[config.mk]
export PLATFORM = sky130hd
export DESIGN_NAME = hm3_reg_bus_initiator
export DESIGN_NICKNAME = d
export VERILOG_FILES = /design/src/rtl/hm3_reg_bus_initiator.sv
export SDC_FILE = /design/constraint.sdc
export NUM_CORES = 1
export LEC_CHECK = 0
export CAP_MARGIN = 20
export CORE_ASPECT_RATIO = 0.9
export CORE_MARGIN = 2
export CORE_UTILIZATION = 38
export CTS_CLUSTER_SIZE = 14
export DETAILED_ROUTE_END_ITERATION = 12
export GPL_ROUTABILITY_DRIVEN = 0
export PLACE_DENSITY = 0.87
export SYNTH_ARGS = -nofsm -noshare
export SYNTH_HDL_FRONTEND = slang
export SYNTH_SLANG_ARGS = --single-unit
[constraint.sdc]
create_clock -name reg_clk -period 3.2 [get_ports reg_clk]
set_input_delay 0.96 -clock reg_clk [delete_from_list [all_inputs] [get_ports reg_clk]]
set_output_delay 0.96 -clock reg_clk [all_outputs]
set_load 0.02 [all_outputs]
[src/rtl/hm3_reg_bus_initiator.sv]
// hm3_reg_bus_initiator
// Turns Avalon-MM slave reads/writes (from the HPS lightweight bridge) into
// single-cycle read_reg / write_reg strobes for the GPIO/ADC/touch-sense
// register decoder. The address and write data are held while the decoder
// pipeline runs. Read data is captured after a fixed latency. The master is
// stalled with avs_waitrequest until the access completes.
//
// Ports
//   reg_clk, reset_in        : clock, asynchronous active-high reset
//   avs_address/read/write/writedata, avs_readdata, avs_waitrequest
//                            : Avalon-MM slave side (word address)
//   chip_sel, read_reg, write_reg, busaddress, busdata_out, busdata_in
//                            : decoder strobe bus
//   busy                     : high whenever an access is in flight
module hm3_reg_bus_initiator #(
    parameter int AddrWidth   = 16,
    parameter int BusWidth    = 32,
    parameter int ReadLatency = 4,   // 1..255
    parameter int WriteHold   = 3    // 1..255
) (
    input  logic                 reg_clk,
    input  logic                 reset_in,
    input  logic [AddrWidth-3:0] avs_address,
    input  logic                 avs_read,
    input  logic                 avs_write,
    input  logic [BusWidth-1:0]  avs_writedata,
    output logic [BusWidth-1:0]  avs_readdata,
    output logic                 avs_waitrequest,
    output logic                 chip_sel,
    output logic                 read_reg,
    output logic                 write_reg,
    output logic [AddrWidth-3:0] busaddress,
    output logic [BusWidth-1:0]  busdata_out,
    input  logic [BusWidth-1:0]  busdata_in,
    output logic                 busy
);

    localparam logic [7:0] LP_RLAT  = 8'(ReadLatency);
    localparam logic [7:0] LP_WHOLD = 8'(WriteHold);

    typedef enum logic [2:0] {
        S_IDLE, S_WSTROBE, S_WHOLD, S_RSTROBE, S_RWAIT, S_DONE
    } state_t;

    state_t                r_state;
    logic [7:0]            r_cnt;
    logic [AddrWidth-3:0]  r_addr;
    logic [BusWidth-1:0]   r_wdata;
    logic [BusWidth-1:0]   r_rdata;
    logic                  r_wait;
    logic                  r_cs;
    logic                  r_rd;
    logic                  r_wr;
    logic                  r_busy;

    always_ff @(posedge reg_clk or posedge reset_in) begin
        if (reset_in) begin
            r_state <= S_IDLE;
            r_cnt   <= '0;
            r_addr  <= '0;
            r_wdata <= '0;
            r_rdata <= '0;
            r_wait  <= 1'b1;
            r_cs    <= 1'b0;
            r_rd    <= 1'b0;
            r_wr    <= 1'b0;
            r_busy  <= 1'b0;
        end else begin
            // strobes are single-cycle: only the acceptance branch raises them
            r_rd <= 1'b0;
            r_wr <= 1'b0;
            case (r_state)
                S_IDLE: begin
                    // write has priority if both requests are (illegally) high
                    if (avs_write) begin
                        r_addr  <= avs_address;
                        r_wdata <= avs_writedata;
                        r_cnt   <= LP_WHOLD;
                        r_wr    <= 1'b1;
                        r_cs    <= 1'b1;
                        r_busy  <= 1'b1;
                        r_state <= S_WSTROBE;
                    end else if (avs_read) begin
                        r_addr  <= avs_address;
                        r_cnt   <= LP_RLAT;
                        r_rd    <= 1'b1;
                        r_cs    <= 1'b1;
                        r_busy  <= 1'b1;
                        r_state <= S_RSTROBE;
                    end
                end
                S_WSTROBE: r_state <= S_WHOLD;
                S_WHOLD: begin
                    r_cnt <= r_cnt - 8'd1;
                    // count reaches zero on this edge
                    if (r_cnt <= 8'd1) begin
                        r_wait  <= 1'b0;
                        r_state <= S_DONE;
                    end
                end
                S_RSTROBE: r_state <= S_RWAIT;
                S_RWAIT: begin
                    r_cnt <= r_cnt - 8'd1;
                    if (r_cnt <= 8'd1) begin
                        r_rdata <= busdata_in;
                        r_wait  <= 1'b0;
                        r_state <= S_DONE;
                    end
                end
                S_DONE: begin
                    // always return to IDLE so back-to-back strobes get a low gap
                    r_wait  <= 1'b1;
                    r_cs    <= 1'b0;
                    r_busy  <= 1'b0;
                    r_state <= S_IDLE;
                end
                default: r_state <= S_IDLE;
            endcase
        end
    end

    assign avs_readdata    = r_rdata;
    assign avs_waitrequest = r_wait;
    assign chip_sel        = r_cs;
    assign read_reg        = r_rd;
    assign write_reg       = r_wr;
    assign busaddress      = r_addr;
    assign busdata_out     = r_wdata;
    assign busy            = r_busy;

endmodule

==> flow_summary.html <==
<table>
<tr><th>Metric</th><th>Value</th></tr>
<tr><th colspan="2">Timing</th></tr>
<tr><td>Unrepaired setup endpoints after global routing</td><td>false</td></tr>
<tr><td>Final setup violating endpoints</td><td>0</td></tr>
<tr><td>Total negative setup slack</td><td>0 ns</td></tr>
<tr><td>Worst max-slew margin expressed relative to the limit</td><td>28.33%</td></tr>
<tr><td>Hold Violations, Final</td><td>0</td></tr>
<tr><td>Worst-margin pin slew</td><td>1.065 ns</td></tr>
<tr><td>Clock period minus final worst setup slack</td><td>between 2 and 3 ns</td></tr>
<tr><td>Number of pins with negative max-slew slack in the final report</td><td>0</td></tr>
<tr><td>Clock skew after layout</td><td>0.01273 ns</td></tr>
<tr><td>Maximum frequency from static timing analysis</td><td>386.9 MHz</td></tr>
<tr><td>Ratio of final minimum period to clock period</td><td>80.77%</td></tr>
<tr><th colspan="2">Worst setup path</th></tr>
<tr><td>Arrival time of data at the critical path endpoint</td><td>roughly 2.8 ns</td></tr>
<tr><td>Worst setup path startpoint</td><td>avs_write</td></tr>
<tr><td>Worst endpoint required time</td><td>3.45 ns</td></tr>
<tr><td>Peak fanout along the critical path</td><td>7</td></tr>
<tr><td>Startpoint type of the worst setup path</td><td>input port</td></tr>
<tr><td>R2R Setup Slk</td><td>0.86 ns</td></tr>
<tr><td>Worst setup path category</td><td>input port to register</td></tr>
<tr><td>Worst setup EP type</td><td>register</td></tr>
<tr><td>Reg2reg path depth</td><td>4</td></tr>
<tr><td>Reg2Reg Capture Point</td><td>avs_readdata[7]</td></tr>
<tr><td>Critical register-to-register path startpoint</td><td>r_cnt[2]</td></tr>
<tr><th colspan="2">Clock tree</th></tr>
<tr><td>Number of hold-repair buffers added at the cts stage</td><td>0</td></tr>
<tr><td>H-tree levels</td><td>3</td></tr>
<tr><td>Clock sinks</td><td>93</td></tr>
<tr><td>CTS buffer count</td><td>9</td></tr>
<tr><td>CTS tree</td><td>yes</td></tr>
<tr><td>Post-CTS setup-driven buffer insertion count</td><td>0</td></tr>
<tr><td>Clock insertion delay at the later pin of the skew report</td><td>0.35 ns</td></tr>
<tr><td>Clock slew seen by the registers of the worst setup and hold paths</td><td>~0.08 ns</td></tr>
<tr><td>Max clock buf depth</td><td>2</td></tr>
<tr><td>CTS Root Cell</td><td>clkbuf_8</td></tr>
<tr><td>Resized Gates After CTS</td><td>0</td></tr>
<tr><th colspan="2">Pwr</th></tr>
<tr><td>Areal power density over the cells</td><td>940.4 mW/mm^2</td></tr>
<tr><td>Static leakage</td><td>between 2 and 2.5 nW</td></tr>
<tr><td>Worst IR drop on VDD</td><td>0.0005282 V</td></tr>
<tr><th colspan="2">Logic synthesis</th></tr>
<tr><td>Synth top area cells</td><td>dfrtp_1 (61%), mux2_2 (23%), mux2i_1 (1.6%)</td></tr>
<tr><td>Syn_nets</td><td>about 340</td></tr>
<tr><td>Largest family of logic cells by synthesized area</td><td>multiplexers</td></tr>
<tr><td>Post-synthesis mux area share</td><td>24.92%</td></tr>
<tr><td>Proportion of synthesized flip-flops having asynchronous set or reset</td><td>100.0%</td></tr>
<tr><td>Synth Register Bits</td><td>93</td></tr>
<tr><td>Compound-gate portion of the synthesized area</td><td>4.651%</td></tr>
<tr><td>Share of the synthesized area in the top cell type</td><td>between 60% and 70%</td></tr>
<tr><td>Number of distinct library cell variants in the gate-level netlist after synthesis</td><td>35</td></tr>
<tr><td>Cell Area, Synth</td><td>0.003766 sq mm</td></tr>
<tr><td>Adder-cell share of the synthesized area</td><td>less than 1%</td></tr>
<tr><td>EDFF count, synth</td><td>0</td></tr>
<tr><td>Xor/xnor share of the synthesized area</td><td>0.2326%</td></tr>
<tr><td>Sequential-to-total area share from yosys stat</td><td>roughly three fifths</td></tr>
<tr><td>Most used DFF post-synth</td><td>dfrtp_1</td></tr>
<tr><td>Warning count from the yosys run</td><td>0</td></tr>
<tr><td>Synth Area per Inst</td><td>14.89 sq um</td></tr>
<tr><td>Area share of and/or/nand/nor cells after synthesis</td><td>4.850%</td></tr>
<tr><td>Biggest area consumer among synthesized cells</td><td>dfrtp_1</td></tr>
<tr><td>Number of cells produced by synthesis</td><td>253</td></tr>
<tr><th colspan="2">Placement</th></tr>
<tr><td>Placed wire-length estimate after detailed placement</td><td>6543 microns</td></tr>
<tr><td>IO buf count</td><td>164</td></tr>
<tr><th colspan="2">Floorplanning</th></tr>
<tr><td>Placeable core region</td><td>a little under 0.01 sq mm</td></tr>
<tr><td>Placement Rows</td><td>34</td></tr>
<tr><td>Area of the die</td><td>between 0.01 and 0.015 sq mm</td></tr>
<tr><td>Effective utilization at floorplan</td><td>39.00%</td></tr>
<tr><td>DIE WIDTH</td><td>between 100 and 150 microns</td></tr>
<tr><td>Die H</td><td>roughly 98 microns</td></tr>
<tr><td># IOs</td><td>~170</td></tr>
<tr><th colspan="2">Worst hold path</th></tr>
<tr><td>Hold Path Stages</td><td>2</td></tr>
<tr><td>Launch point of the worst hold path</td><td>avs_waitrequest</td></tr>
<tr><td>Type of the most critical hold path</td><td>register to register</td></tr>
<tr><td>Hold EP</td><td>avs_waitrequest</td></tr>
<tr><th colspan="2">Cells and area</th></tr>
<tr><td>Synthesis-to-finish area growth</td><td>53.09%</td></tr>
<tr><td>Post-layout util</td><td>59.70%</td></tr>
<tr><td>Multi-input gate area</td><td>0.001330 sq mm</td></tr>
<tr><td>Count of filler cells inserted in the layout</td><td>779</td></tr>
<tr><td>Antenna diode instance count</td><td>0</td></tr>
<tr><td>Number of nets at the end of the flow</td><td>506</td></tr>
<tr><td>Ratio of cells with drive above 1 in the final layout</td><td>~25%</td></tr>
<tr><td>Area of all sequential standard cells</td><td>0.002328 sq mm</td></tr>
<tr><th colspan="2">Detailed routing</th></tr>
<tr><td>First-pass detailed-route iteration total</td><td>4</td></tr>
<tr><td>First-iteration detailed-routing DRC count</td><td>87</td></tr>
<tr><td>Remaining design rule violation count</td><td>0</td></tr>
<tr><td>Average routed wire per standard cell</td><td>15.99 microns</td></tr>
<tr><td>Via count</td><td>2690</td></tr>
<tr><td>DRT antenna net count</td><td>0</td></tr>
<tr><td>Routed WL</td><td>a little under 9000 microns</td></tr>
<tr><td>Avg Vias per Cell</td><td>4.873</td></tr>
<tr><th colspan="2">Global route</th></tr>
<tr><td>GR peak layer</td><td>met2</td></tr>
<tr><td>Largest net degree at the start of global routing</td><td>37</td></tr>
<tr><td>Number of global-route vias before repair</td><td>2846</td></tr>
<tr><td>Remaining global-route overflow</td><td>0</td></tr>
<tr><td>Grt met2 use</td><td>27.62%</td></tr>
<tr><td>GR Layer Usage met3</td><td>6.019%</td></tr>
<tr><td>Met1 Track Usage GR</td><td>20.27%</td></tr>
<tr><td>Initial antenna violation count</td><td>0</td></tr>
<tr><td>First-pass GRT wire length</td><td>13930 microns</td></tr>
<tr><td>Global Route Usage Sum</td><td>~17%</td></tr>
<tr><th colspan="2">Status</th></tr>
<tr><td>Run status</td><td>completed</td></tr>
<tr><th colspan="2">Run</th></tr>
<tr><td># Max-Cap Violations</td><td>0</td></tr>
</table>
==> how the worst max path moves through the flow <==
stage | to | slack (ns) | depth (start not counted)
2_1_floorplan | busaddress[0] | 1.07 | 4
3_3_place_gp | r_cnt[1] | 0.43 | 4
3_5_place_dp | r_cnt[2] | 0.29 | 4
4_1_cts | r_cnt[2] | 0.67 | 4
5_1_grt | r_cnt[2] | 0.48 | 4
6_report | r_cnt[2] | 0.62 | 4
==> power by group <==
part           switching [mW]  leakage [nW]  internal (mW)  total [mW]
Clock                   0.405         0.101          0.436       0.841
Sequential              0.318          1.16           1.67        1.99
Combinational            1.21          1.17           1.39        2.59
==> cell type report <==
cell class / count / share of cell area, %
Multi-Input combinational cell: 140 / 23.07
Timing Repair Buffer: 171 / 29.60
Tap cell: 126 / 2.734
Inverter: 7 / 0.5208
Clock inverter: 6 / 1.541
Sequential cell: 93 / 40.39
Clock buffer: 9 / 2.148
==> stage by stage <==
step | hold slack [ns] | setup WS, ns | power (mW) | std cells | area (sq um)
2_1_floorplan | 0.4988 | 1.071 | 3.421 | 253 | 3770
3_3_place_gp | 0.4667 | 0.4324 | 4.530 | 537 | 5553
3_5_place_dp | 0.4714 | 0.2904 | 4.623 | 537 | 5553
4_1_cts | 0.4900 | 0.6714 | 5.489 | 552 | 5766
5_1_grt | 0.5217 | 0.4792 | 5.751 | 552 | 5766
6_report | 0.4892 | 0.6152 | 5.422 | 552 | 5766
==> Yosys cell counts, types with 3 or more instances <==
cell / n
buf_2: 4
buf_6: 3
clkbuf_1: 4
dfrtp_1: 92
inv_1: 7
mux2_2: 77
mux2i_1: 6
nand2_1: 4
nor2_1: 6
nor4_1: 4
o21ai_0: 5
o21bai_1: 5
o31a_1: 3
or3_1: 3
or4_1: 4
==> layout by cell type (no fill, tap or decap), types with 2 or more instances in the layout <==
cell type / synthesis / final
mux2_2: 77 / 77
bufinv_16: 0 / 2
nor2b_1: 2 / 2
clkdlybuf4s50_1: 0 / 164
mux2i_1: 6 / 6
nor4_1: 4 / 4
o31a_1: 3 / 3
or3_1: 3 / 3
clkinvlp_4: 0 / 3
o41ai_1: 2 / 2
ha_1: 2 / 2
o31ai_1: 2 / 2
o21ai_0: 5 / 5
nor2_1: 6 / 6
or4_1: 4 / 4
o21bai_1: 5 / 5
dfrtp_1: 92 / 92
buf_4: 1 / 6
a21o_1: 2 / 2
inv_1: 7 / 6
or3b_2: 2 / 2
clkbuf_8: 0 / 9
nand2_1: 4 / 4
==> worst max-delay path, cell delays in order <==
cell	delay [ns]
clkdlybuf4s50_1	0.46
nor4_1	0.89
nor2_1	0.27
a22oi_1	0.25
==> cell families after synthesis <==
family / Yosys count
AOI/OAI and AO/OA: 24
xor gates and xnor gates: 1
adders and majority gates: 2
buffers and inverters: 20
DFF: 93
muxes: 84
and+or+nand+nor: 29
==> per-layer routing <==
layer | up-vias | part of all wire (%) | wire [microns]
met1 | 1301 | 41 | 3653
met3 | 12 | 10 | 909
met5 | - | 0 | 0
met2 | 130 | 47 | 4171
met4 | 0 | 1.0 | 92
li1 | 1247 | - | -
(Power assumes the default switching activity.)
